===== src/rtl/sreg_addr_ctrl_if.sv =====
// sreg_addr_ctrl_if: run control, schedule configuration and memory-port signals of sreg_addr_ctrl.
interface sreg_addr_ctrl_if #(
    parameter int ADDR_W = 16,
    parameter int CNT_W  = 16
);
    logic              clk_en;
    logic              start;
    logic [CNT_W-1:0]  cfg_wr_start, cfg_rd_start;
    logic [ADDR_W-1:0] cfg_wr_ext0, cfg_wr_ext1, cfg_rd_ext0, cfg_rd_ext1;
    logic [ADDR_W-1:0] cfg_wr_str0, cfg_wr_str1, cfg_rd_str0, cfg_rd_str1;
    logic [ADDR_W-1:0] cfg_wr_off, cfg_rd_off;
    logic              wen_0, ren_0, busy, done, hazard_err;
    logic [ADDR_W-1:0] write_addr_0, read_addr_0;
    modport master (
        output clk_en, start, cfg_wr_start, cfg_rd_start,
        output cfg_wr_ext0, cfg_wr_ext1, cfg_rd_ext0, cfg_rd_ext1,
        output cfg_wr_str0, cfg_wr_str1, cfg_rd_str0, cfg_rd_str1, cfg_wr_off, cfg_rd_off,
        input  wen_0, write_addr_0, ren_0, read_addr_0, busy, done, hazard_err
    );
    modport slave (
        input  clk_en, start, cfg_wr_start, cfg_rd_start,
        input  cfg_wr_ext0, cfg_wr_ext1, cfg_rd_ext0, cfg_rd_ext1,
        input  cfg_wr_str0, cfg_wr_str1, cfg_rd_str0, cfg_rd_str1, cfg_wr_off, cfg_rd_off,
        output wen_0, write_addr_0, ren_0, read_addr_0, busy, done, hazard_err
    );
endinterface


===== src/rtl/sreg_addr_ctrl.sv =====
// sreg_addr_ctrl: static-schedule write/read 2-D address generator for a line-buffer memory.
// Optional occupancy checking is enabled by defining SREG_HAZARD_CHECK_EN.
module sreg_addr_ctrl #(
    parameter int ADDR_W = 16,
    parameter int DEPTH  = 1024,
    parameter int CNT_W  = 16
) (
    input logic            clk,
    input logic            rst,
    sreg_addr_ctrl_if.slave bus
);
    localparam logic [ADDR_W-1:0] MASK  = ADDR_W'(DEPTH - 1);
    localparam logic [CNT_W-1:0]  T_MAX = '1;
    typedef enum logic [1:0] {IDLE, RUN, DONE} state_t;
    state_t            state, state_d;
    logic [CNT_W-1:0]  t, tn;
    logic [ADDR_W-1:0] sh_e0 [2], sh_e1 [2], sh_s0 [2], sh_s1 [2], sh_off [2];
    logic [CNT_W-1:0]  sh_st [2];
    logic [ADDR_W-1:0] e0 [2], e1 [2], s0 [2], s1 [2], off [2];
    logic [CNT_W-1:0]  st [2];
    logic [ADDR_W-1:0] ci [2], cj [2], addr [2], rbase [2];
    logic [1:0]        act, fin, last, fin_now;
    logic              idle, accept, wen, ren;
    // Index 0 is the write side, index 1 the read side; in IDLE the live config is used so a start-cycle-0 access can fire immediately.
    always_comb begin
        idle    = state == IDLE;
        accept  = idle && bus.start;
        e0      = '{idle ? bus.cfg_wr_ext0 : sh_e0[0], idle ? bus.cfg_rd_ext0 : sh_e0[1]};
        e1      = '{idle ? bus.cfg_wr_ext1 : sh_e1[0], idle ? bus.cfg_rd_ext1 : sh_e1[1]};
        s0      = '{idle ? bus.cfg_wr_str0 : sh_s0[0], idle ? bus.cfg_rd_str0 : sh_s0[1]};
        s1      = '{idle ? bus.cfg_wr_str1 : sh_s1[0], idle ? bus.cfg_rd_str1 : sh_s1[1]};
        off     = '{idle ? bus.cfg_wr_off : sh_off[0], idle ? bus.cfg_rd_off : sh_off[1]};
        st      = '{idle ? bus.cfg_wr_start : sh_st[0], idle ? bus.cfg_rd_start : sh_st[1]};
        tn      = (t == T_MAX) ? t : t + CNT_W'(1);
        last    = '0;
        for (int s = 0; s < 2; s++)
            last[s] = act[s] && ci[s] == e0[s] - ADDR_W'(1) && cj[s] == e1[s] - ADDR_W'(1);
        fin_now = fin | last;
        state_d = idle ? (bus.start ? RUN : IDLE) : (state == RUN) ? (&fin_now ? DONE : RUN) : IDLE;
    end
    always_ff @(posedge clk) begin
        if (rst)
            state <= IDLE;
        else if (bus.clk_en)
            state <= state_d;
    end
    always_ff @(posedge clk) begin
        if (rst) begin
            t   <= '0;
            act <= '0;
            fin <= '0;
            for (int s = 0; s < 2; s++) begin
                ci[s]     <= '0;
                cj[s]     <= '0;
                addr[s]   <= '0;
                rbase[s]  <= '0;
                sh_e0[s]  <= '0;
                sh_e1[s]  <= '0;
                sh_s0[s]  <= '0;
                sh_s1[s]  <= '0;
                sh_off[s] <= '0;
                sh_st[s]  <= '0;
            end
        end else if (bus.clk_en) begin
            if (accept)
                t <= '0;
            else if (state == RUN)
                t <= tn;
            for (int s = 0; s < 2; s++) begin
                if (accept) begin
                    sh_e0[s]  <= e0[s];
                    sh_e1[s]  <= e1[s];
                    sh_s0[s]  <= s0[s];
                    sh_s1[s]  <= s1[s];
                    sh_off[s] <= off[s];
                    sh_st[s]  <= st[s];
                    ci[s]     <= '0;
                    cj[s]     <= '0;
                    fin[s]    <= e0[s] == '0 || e1[s] == '0;
                    act[s]    <= e0[s] != '0 && e1[s] != '0 && st[s] == '0;
                    if (e0[s] != '0 && e1[s] != '0 && st[s] == '0) begin
                        addr[s]  <= off[s] & MASK;
                        rbase[s] <= off[s] & MASK;
                    end
                end else if (state == RUN) begin
                    if (act[s]) begin
                        if (ci[s] == e0[s] - ADDR_W'(1)) begin
                            ci[s] <= '0;
                            if (cj[s] == e1[s] - ADDR_W'(1)) begin
                                act[s] <= 1'b0;
                                fin[s] <= 1'b1;
                            end else begin
                                cj[s]    <= cj[s] + ADDR_W'(1);
                                rbase[s] <= (rbase[s] + s1[s]) & MASK;
                                addr[s]  <= (rbase[s] + s1[s]) & MASK;
                            end
                        end else begin
                            ci[s]   <= ci[s] + ADDR_W'(1);
                            addr[s] <= (addr[s] + s0[s]) & MASK;
                        end
                    end else if (!fin[s] && tn == st[s]) begin
                        act[s]   <= 1'b1;
                        addr[s]  <= off[s] & MASK;
                        rbase[s] <= off[s] & MASK;
                    end
                end
            end
        end
    end
    // A stalled cycle must not present an enable the memory would miss; the access reissues once clk_en returns.
    assign wen              = act[0] && bus.clk_en;
    assign ren              = act[1] && bus.clk_en;
    assign bus.wen_0        = wen;
    assign bus.ren_0        = ren;
    assign bus.write_addr_0 = addr[0];
    assign bus.read_addr_0  = addr[1];
    assign bus.busy         = state == RUN;
    assign bus.done         = state == DONE && bus.clk_en;
`ifdef SREG_HAZARD_CHECK_EN
    localparam int OCC_W = $clog2(DEPTH) + 1;
    logic [OCC_W-1:0] occ;
    logic             herr;
    always_ff @(posedge clk) begin
        if (rst) begin
            occ  <= '0;
            herr <= 1'b0;
        end else if (bus.clk_en) begin
            if (accept) begin
                occ  <= '0;
                herr <= 1'b0;
            end else if (ren && !wen) begin
                if (occ == '0)
                    herr <= 1'b1;
                else
                    occ <= occ - OCC_W'(1);
            end else if (wen && !ren) begin
                if (occ == OCC_W'(DEPTH))
                    herr <= 1'b1;
                else
                    occ <= occ + OCC_W'(1);
            end
        end
    end
    assign bus.hazard_err = herr;
`else
    assign bus.hazard_err = 1'b0;
`endif
endmodule

===== src/flat_wrapper.sv =====
// flat-port wrapper written by rule: the top's interface ports become plain ports
module sreg_addr_ctrl_flat 
#(
    parameter int ADDR_W = 16,
    parameter int DEPTH  = 1024,
    parameter int CNT_W  = 16
)
  (clk, rst, bus_clk_en, bus_start, bus_cfg_wr_start, bus_cfg_rd_start, bus_cfg_wr_ext0, bus_cfg_wr_ext1, bus_cfg_rd_ext0, bus_cfg_rd_ext1, bus_cfg_wr_str0, bus_cfg_wr_str1, bus_cfg_rd_str0, bus_cfg_rd_str1, bus_cfg_wr_off, bus_cfg_rd_off, bus_wen_0, bus_write_addr_0, bus_ren_0, bus_read_addr_0, bus_busy, bus_done, bus_hazard_err);
  sreg_addr_ctrl_if #(.ADDR_W(ADDR_W), .CNT_W(CNT_W)) bus_i ();
  input logic clk;
  input logic rst;
  input wire logic [$bits(bus_i.clk_en)-1:0] bus_clk_en;
  input wire logic [$bits(bus_i.start)-1:0] bus_start;
  input wire logic [$bits(bus_i.cfg_wr_start)-1:0] bus_cfg_wr_start;
  input wire logic [$bits(bus_i.cfg_rd_start)-1:0] bus_cfg_rd_start;
  input wire logic [$bits(bus_i.cfg_wr_ext0)-1:0] bus_cfg_wr_ext0;
  input wire logic [$bits(bus_i.cfg_wr_ext1)-1:0] bus_cfg_wr_ext1;
  input wire logic [$bits(bus_i.cfg_rd_ext0)-1:0] bus_cfg_rd_ext0;
  input wire logic [$bits(bus_i.cfg_rd_ext1)-1:0] bus_cfg_rd_ext1;
  input wire logic [$bits(bus_i.cfg_wr_str0)-1:0] bus_cfg_wr_str0;
  input wire logic [$bits(bus_i.cfg_wr_str1)-1:0] bus_cfg_wr_str1;
  input wire logic [$bits(bus_i.cfg_rd_str0)-1:0] bus_cfg_rd_str0;
  input wire logic [$bits(bus_i.cfg_rd_str1)-1:0] bus_cfg_rd_str1;
  input wire logic [$bits(bus_i.cfg_wr_off)-1:0] bus_cfg_wr_off;
  input wire logic [$bits(bus_i.cfg_rd_off)-1:0] bus_cfg_rd_off;
  output wire logic [$bits(bus_i.wen_0)-1:0] bus_wen_0;
  output wire logic [$bits(bus_i.write_addr_0)-1:0] bus_write_addr_0;
  output wire logic [$bits(bus_i.ren_0)-1:0] bus_ren_0;
  output wire logic [$bits(bus_i.read_addr_0)-1:0] bus_read_addr_0;
  output wire logic [$bits(bus_i.busy)-1:0] bus_busy;
  output wire logic [$bits(bus_i.done)-1:0] bus_done;
  output wire logic [$bits(bus_i.hazard_err)-1:0] bus_hazard_err;
  assign bus_i.clk_en = bus_clk_en;
  assign bus_i.start = bus_start;
  assign bus_i.cfg_wr_start = bus_cfg_wr_start;
  assign bus_i.cfg_rd_start = bus_cfg_rd_start;
  assign bus_i.cfg_wr_ext0 = bus_cfg_wr_ext0;
  assign bus_i.cfg_wr_ext1 = bus_cfg_wr_ext1;
  assign bus_i.cfg_rd_ext0 = bus_cfg_rd_ext0;
  assign bus_i.cfg_rd_ext1 = bus_cfg_rd_ext1;
  assign bus_i.cfg_wr_str0 = bus_cfg_wr_str0;
  assign bus_i.cfg_wr_str1 = bus_cfg_wr_str1;
  assign bus_i.cfg_rd_str0 = bus_cfg_rd_str0;
  assign bus_i.cfg_rd_str1 = bus_cfg_rd_str1;
  assign bus_i.cfg_wr_off = bus_cfg_wr_off;
  assign bus_i.cfg_rd_off = bus_cfg_rd_off;
  assign bus_wen_0 = bus_i.wen_0;
  assign bus_write_addr_0 = bus_i.write_addr_0;
  assign bus_ren_0 = bus_i.ren_0;
  assign bus_read_addr_0 = bus_i.read_addr_0;
  assign bus_busy = bus_i.busy;
  assign bus_done = bus_i.done;
  assign bus_hazard_err = bus_i.hazard_err;
  sreg_addr_ctrl #(.ADDR_W(ADDR_W), .DEPTH(DEPTH), .CNT_W(CNT_W)) u_core (.clk(clk), .rst(rst), .bus(bus_i));
endmodule

===== config.mk =====
export PLATFORM = sky130hd
export DESIGN_NAME = sreg_addr_ctrl_flat
export DESIGN_NICKNAME = d
export VERILOG_FILES = /design/src/rtl/sreg_addr_ctrl_if.sv /design/src/rtl/sreg_addr_ctrl.sv /design/src/flat_wrapper.sv
export SDC_FILE = /design/constraint.sdc
export NUM_CORES = 1
export LEC_CHECK = 0
export CAP_MARGIN = 0
export CORE_MARGIN = 5
export CORE_UTILIZATION = 59
export CTS_BUF_LIST = sky130_fd_sc_hd__clkbuf_4
export CTS_CLUSTER_SIZE = 30
export DETAILED_ROUTE_END_ITERATION = 16
export GPL_TIMING_DRIVEN = 0
export PLACE_DENSITY = 0.84
export SETUP_SLACK_MARGIN = 0.4
export SLEW_MARGIN = 20
export SYNTH_ARGS = -nofsm -noshare
export SYNTH_HDL_FRONTEND = slang
export SYNTH_SLANG_ARGS = --single-unit

===== constraint.sdc =====
create_clock -name clk -period 9.4 [get_ports clk]
set_input_delay 1.88 -clock clk [delete_from_list [all_inputs] [get_ports clk]]
set_output_delay 1.88 -clock clk [all_outputs]
set_load 0.05 [all_outputs]

==> load_flow_metrics.sql <==
INSERT INTO impl_metrics (metric_group, metric, value, unit) VALUES
('outcome', 'outcome', 'complete, no violations', ''),
('layout', 'layout-drive-gt1-share', '9.47', '%'),
('routing', 'detailedRoute.firstIterationViolations', '1697', ''),
('logic_synthesis', 'number_of_synthesized_register_bits', '282', ''),
('logic_synthesis', 'synthDistinctLibCells', '83', ''),
('clock_tree', 'post-cts-setup-buffer-count', '0', ''),
('placed_design', 'port_buf_inserts', '183', ''),
('logic_synthesis', 'synth_enable_flop_cells', '260', ''),
('floorplanning', 'die-height', '187', 'um'),
('sta', 'final_count_of_negative_setup_slack_endpoints', '0', ''),
('logic_synthesis', 'async_reset_ff_share', '0', '%'),
('routing', 'post-route-drc-count', '0', ''),
('floorplanning', 'die-area', '35100', 'sq um'),
('floorplanning', 'start_util', '59.3', '%'),
('worst_hold_path', 'timing.hold.worst_path_depth', '2', ''),
('critical_path', 'worst-r2r-cell-count', '27', ''),
('clock_tree', 'post_cts_resized', '0', ''),
('clock_tree', 'tritoncts', 'yes', ''),
('power', 'power-per-cell-area', '164', 'nW/um^2'),
('sta', 'setup_repair_after_global_routing_missed_its_margin', 'false', ''),
('global_route', 'total_overflow_reported_by_the_global_router', '0', ''),
('routing', 'post_drt_wl_per_cell', '21.4', 'um'),
('clock_tree', 'ctsLongestPathBuffers', '3', ''),
('routing', 'first_pass_iters', '5', ''),
('critical_path', 'timing.critical_path.required', '9830', 'ps'),
('logic_synthesis', 'post_synth.cell_area_avg', '9.84', 'sq um'),
('global_route', 'groute.usage.overall', '31.1', '%'),
('sta', 'tns', '0', 'ps'),
('logic_synthesis', 'synth_area', '18600', 'sq um'),
('power', 'leakage', '8.79', 'nW'),
('sta', 'finalCritPeriodShare', '73.6', '%'),
('routing', 'postRouteAntennaNets', '0', ''),
('placed_design', 'dpl.hpwl', '41.4', 'mm'),
('layout', 'post_route_utilization', '70.2', '%'),
('sta', 'number_of_hold_violations_in_the_final_report', '0', ''),
('logic_synthesis', 'synthesis.instances', '1886', ''),
('sta', 'final_period_minus_worst_setup_slack', '6920', 'ps'),
('sta', 'clock-skew-final', '49.1', 'ps'),
('logic_synthesis', 'synth_flop_cell', 'sky130_fd_sc_hd__edfxtp_1', ''),
('critical_path', 'worst_ep_arrival_time', '7350', 'ps'),
('clock_tree', 'path_clk_slew', '70', 'ps'),
('sta', 'max_slew_margin', '26.3', '%'),
('power', 'comb_power_share', '26.1', '%'),
('sta', 'achievable-frequency', '144', 'MHz'),
('critical_path', 'critical_path.max_fanout', '10', ''),
('power', 'power.share.sequential', '42.1', '%'),
('logic_synthesis', 'yosysSeqAreaShare', '44.4', '%'),
('layout', 'design.final.nets', '2408', ''),
('worst_hold_path', 'hp-class', 'register to register', ''),
('critical_path', 'cp-start-kind', 'register', ''),
('placed_design', 'finalWeightedCongestion', '0.989', ''),
('sta', 'timing.final.max_slew_violations', '0', ''),
('power', 'vdd_drop_max', '103', 'uV'),
('logic_synthesis', 'synth-warning-count', '0', ''),
('power', 'clock_power_share', '31.7', '%'),
('floorplanning', 'placement_rows', '65', ''),
('clock_tree', 'tritoncts_num_sinks', '282', ''),
('global_route', 'grt_max_degree', '91', ''),
('floorplanning', 'die_width', '187', 'um'),
('clock_tree', 'clock_tree.htree_level_count', '3', ''),
('job', 'max_cap_violations', '0', ''),
('power', 'cell_internal_pwr', '2.41', 'mW'),
('routing', 'vias', '16246', ''),
('layout', 'fillCellCount', '2363', ''),
('routing', 'routed_wl', '56.2', 'mm'),
('floorplanning', 'placeableCoreArea', '31300', 'sq um'),
('power', 'switching_share', '32.9', '%'),
('sta', 'tightest_slew', '1100', 'ps'),
('clock_tree', 'tritoncts.num_buffers', '76', ''),
('clock_tree', 'clock-root-buffer', 'sky130_fd_sc_hd__clkbuf_4', ''),
('global_route', 'grt_pass1_vias', '16171', ''),
('clock_tree', 'ctsHoldBuffers', '0', ''),
('routing', 'post_drt_via_cell_ratio', '6.20', ''),
('floorplanning', 'io_pins', '233', ''),
('critical_path', 'worst-setup-path-type', 'register to register', ''),
('clock_tree', 'clk_latency', '740', 'ps'),
('global_route', 'grt_first_pass_wirelength', '87.6', 'mm'),
('power', 'switching_power', '1.18', 'mW'),
('critical_path', 'endpoint_class_of_the_critical_path', 'register', ''),
('global_route', 'antenna_found_initial', '2', ''),
('power', 'p_total', '3.59', 'mW'),
('layout', 'syn2layout_area_growth', '18.3', '%');
layout by cell type (no fill, tap or decap), types with 50 or more instances in the layout:
cell / Yosys / routed
sky130_fd_sc_hd__clkbuf_4: 0 / 114
sky130_fd_sc_hd__edfxtp_1: 260 / 260
sky130_fd_sc_hd__a21oi_1: 103 / 103
sky130_fd_sc_hd__nand3_1: 50 / 50
sky130_fd_sc_hd__xor2_1: 84 / 84
sky130_fd_sc_hd__clkdlybuf4s50_1: 0 / 183
sky130_fd_sc_hd__nand2_1: 177 / 177
sky130_fd_sc_hd__xnor2_1: 130 / 130
sky130_fd_sc_hd__nor2_1: 276 / 276
sky130_fd_sc_hd__mux2i_1: 124 / 124
registers in the layout, summed over array words and instances (netlist names), 32 cells and up:
signal	cells
u_core.cj	32
u_core.ci	32
u_core.sh_e1	32
u_core.sh_e0	32
u_core.sh_st	32
worst paths after layout:
check	startpoint	end	slack [ps]
worst max-delay path	u_core.state[1]	u_core.addr[1][8]	2480
worst min-delay path	u_core.t[13]	u_core.t[13]	580
worst min register to register	u_core.t[13]	u_core.t[13]	580
worst max register to register	u_core.state[1]	u_core.addr[1][8]	2480
critical path, stage by stage (launching register included):
cell	delay, ps
sky130_fd_sc_hd__dfxtp_1	350
sky130_fd_sc_hd__buf_4	200
sky130_fd_sc_hd__nor2_4	280
sky130_fd_sc_hd__buf_4	300
sky130_fd_sc_hd__buf_6	260
sky130_fd_sc_hd__buf_6	250
sky130_fd_sc_hd__buf_4	260
sky130_fd_sc_hd__buf_6	220
sky130_fd_sc_hd__buf_4	270
sky130_fd_sc_hd__buf_4	290
sky130_fd_sc_hd__buf_2	410
sky130_fd_sc_hd__buf_2	360
sky130_fd_sc_hd__clkbuf_1	350
sky130_fd_sc_hd__nand2_1	160
sky130_fd_sc_hd__nand2_1	160
sky130_fd_sc_hd__ha_1	180
sky130_fd_sc_hd__inv_1	60
sky130_fd_sc_hd__fa_1	400
sky130_fd_sc_hd__nor2b_1	160
sky130_fd_sc_hd__o21ai_0	130
sky130_fd_sc_hd__a21boi_0	340
sky130_fd_sc_hd__o21ai_0	160
sky130_fd_sc_hd__a21boi_0	280
sky130_fd_sc_hd__o21a_1	180
sky130_fd_sc_hd__o21a_1	110
sky130_fd_sc_hd__nor3_1	50
sky130_fd_sc_hd__a221oi_1	290
sky130_fd_sc_hd__o31ai_1	140
kinds of logic after synthesis:
logic type | Yosys count | share of synthesized area [%]
buffers and inverters | 144 | 3.93
other | 1 | 0.0202
adder cells (fa/ha/maj) | 51 | 3.60
AO/OA/AOI/OAI | 311 | 11.3
AND/OR/NAND/NOR | 749 | 19.2
flip-flops | 282 | 44.4
multiplexers | 132 | 7.17
XOR/XNOR | 216 | 10.3
per-stage QoR:
stage / instance area, sq um / hold slack, ps / setup slack, ps / instances
final: 22000 / 584 / 2480 / 2620
after global routing: 22000 / 618 / 2340 / 2620
after CTS: 22000 / 567 / 2710 / 2619
after detailed placement: 21000 / 559 / 2290 / 2485
after global placement: 20900 / 547 / 783 / 2483
after floorplan: 18600 / 492 / 3320 / 1898
routing by layer:
| metal | up-vias | wire length (um) | share of wire, % | track usage (%) |
|---|---|---|---|---|
| met2 | 919 | 25900 | 46 | 50.3 |
| met4 | 2 | 2420 | 4.3 | 13.2 |
| met5 | - | 13 | 0.023 | 0 |
| met3 | 175 | 5420 | 9.7 | 6.85 |
| met1 | 7697 | 22400 | 40 | 40.6 |
| li1 | 7453 | - | - | - |
power groups by stage:
stage / clock (mW) / combinational (mW) / sequential (mW)
after floorplan: 0 / 0.616 / 1.54
after global placement: 0 / 0.885 / 1.54
final: 1.14 / 0.939 / 1.51
after global routing: 1.22 / 1.00 / 1.52
after detailed placement: 0 / 0.915 / 1.54
after CTS: 1.15 / 0.921 / 1.51
Yosys cell counts (all sizes together) (30+ instances only):
cell type	instances	area share, %
nand2	177	3.6
mux2i	124	6.7
nor2	277	5.6
buf	58	2.2
nor4	39	1.3
a21oi	104	2.9
nand4	30	1.0
clkbuf	42	0.86
edfxtp	260	42
o21ai	40	1.1
xor2	84	4.0
nand3	50	1.3
ha	47	3.2
xnor2	130	6.1
nor3	47	1.3
inv	44	0.89
layout make-up:
| cell class | instances | area [sq um] | area share [%] |
|---|---|---|---|
| multi-input cells | 1472 | 9630 | 43.9 |
| diodes | 1 | 2.50 | 0.0114 |
| well taps | 402 | 503 | 2.29 |
| clock inverters | 20 | 118 | 0.535 |
| inverters | 44 | 173 | 0.786 |
| flip-flops and latches | 282 | 8250 | 37.5 |
| repair buffers | 185 | 1870 | 8.51 |
| plain buffers | 100 | 564 | 2.57 |
| clock buffers | 114 | 856 | 3.90 |
(Power assumes the default switching activity.)
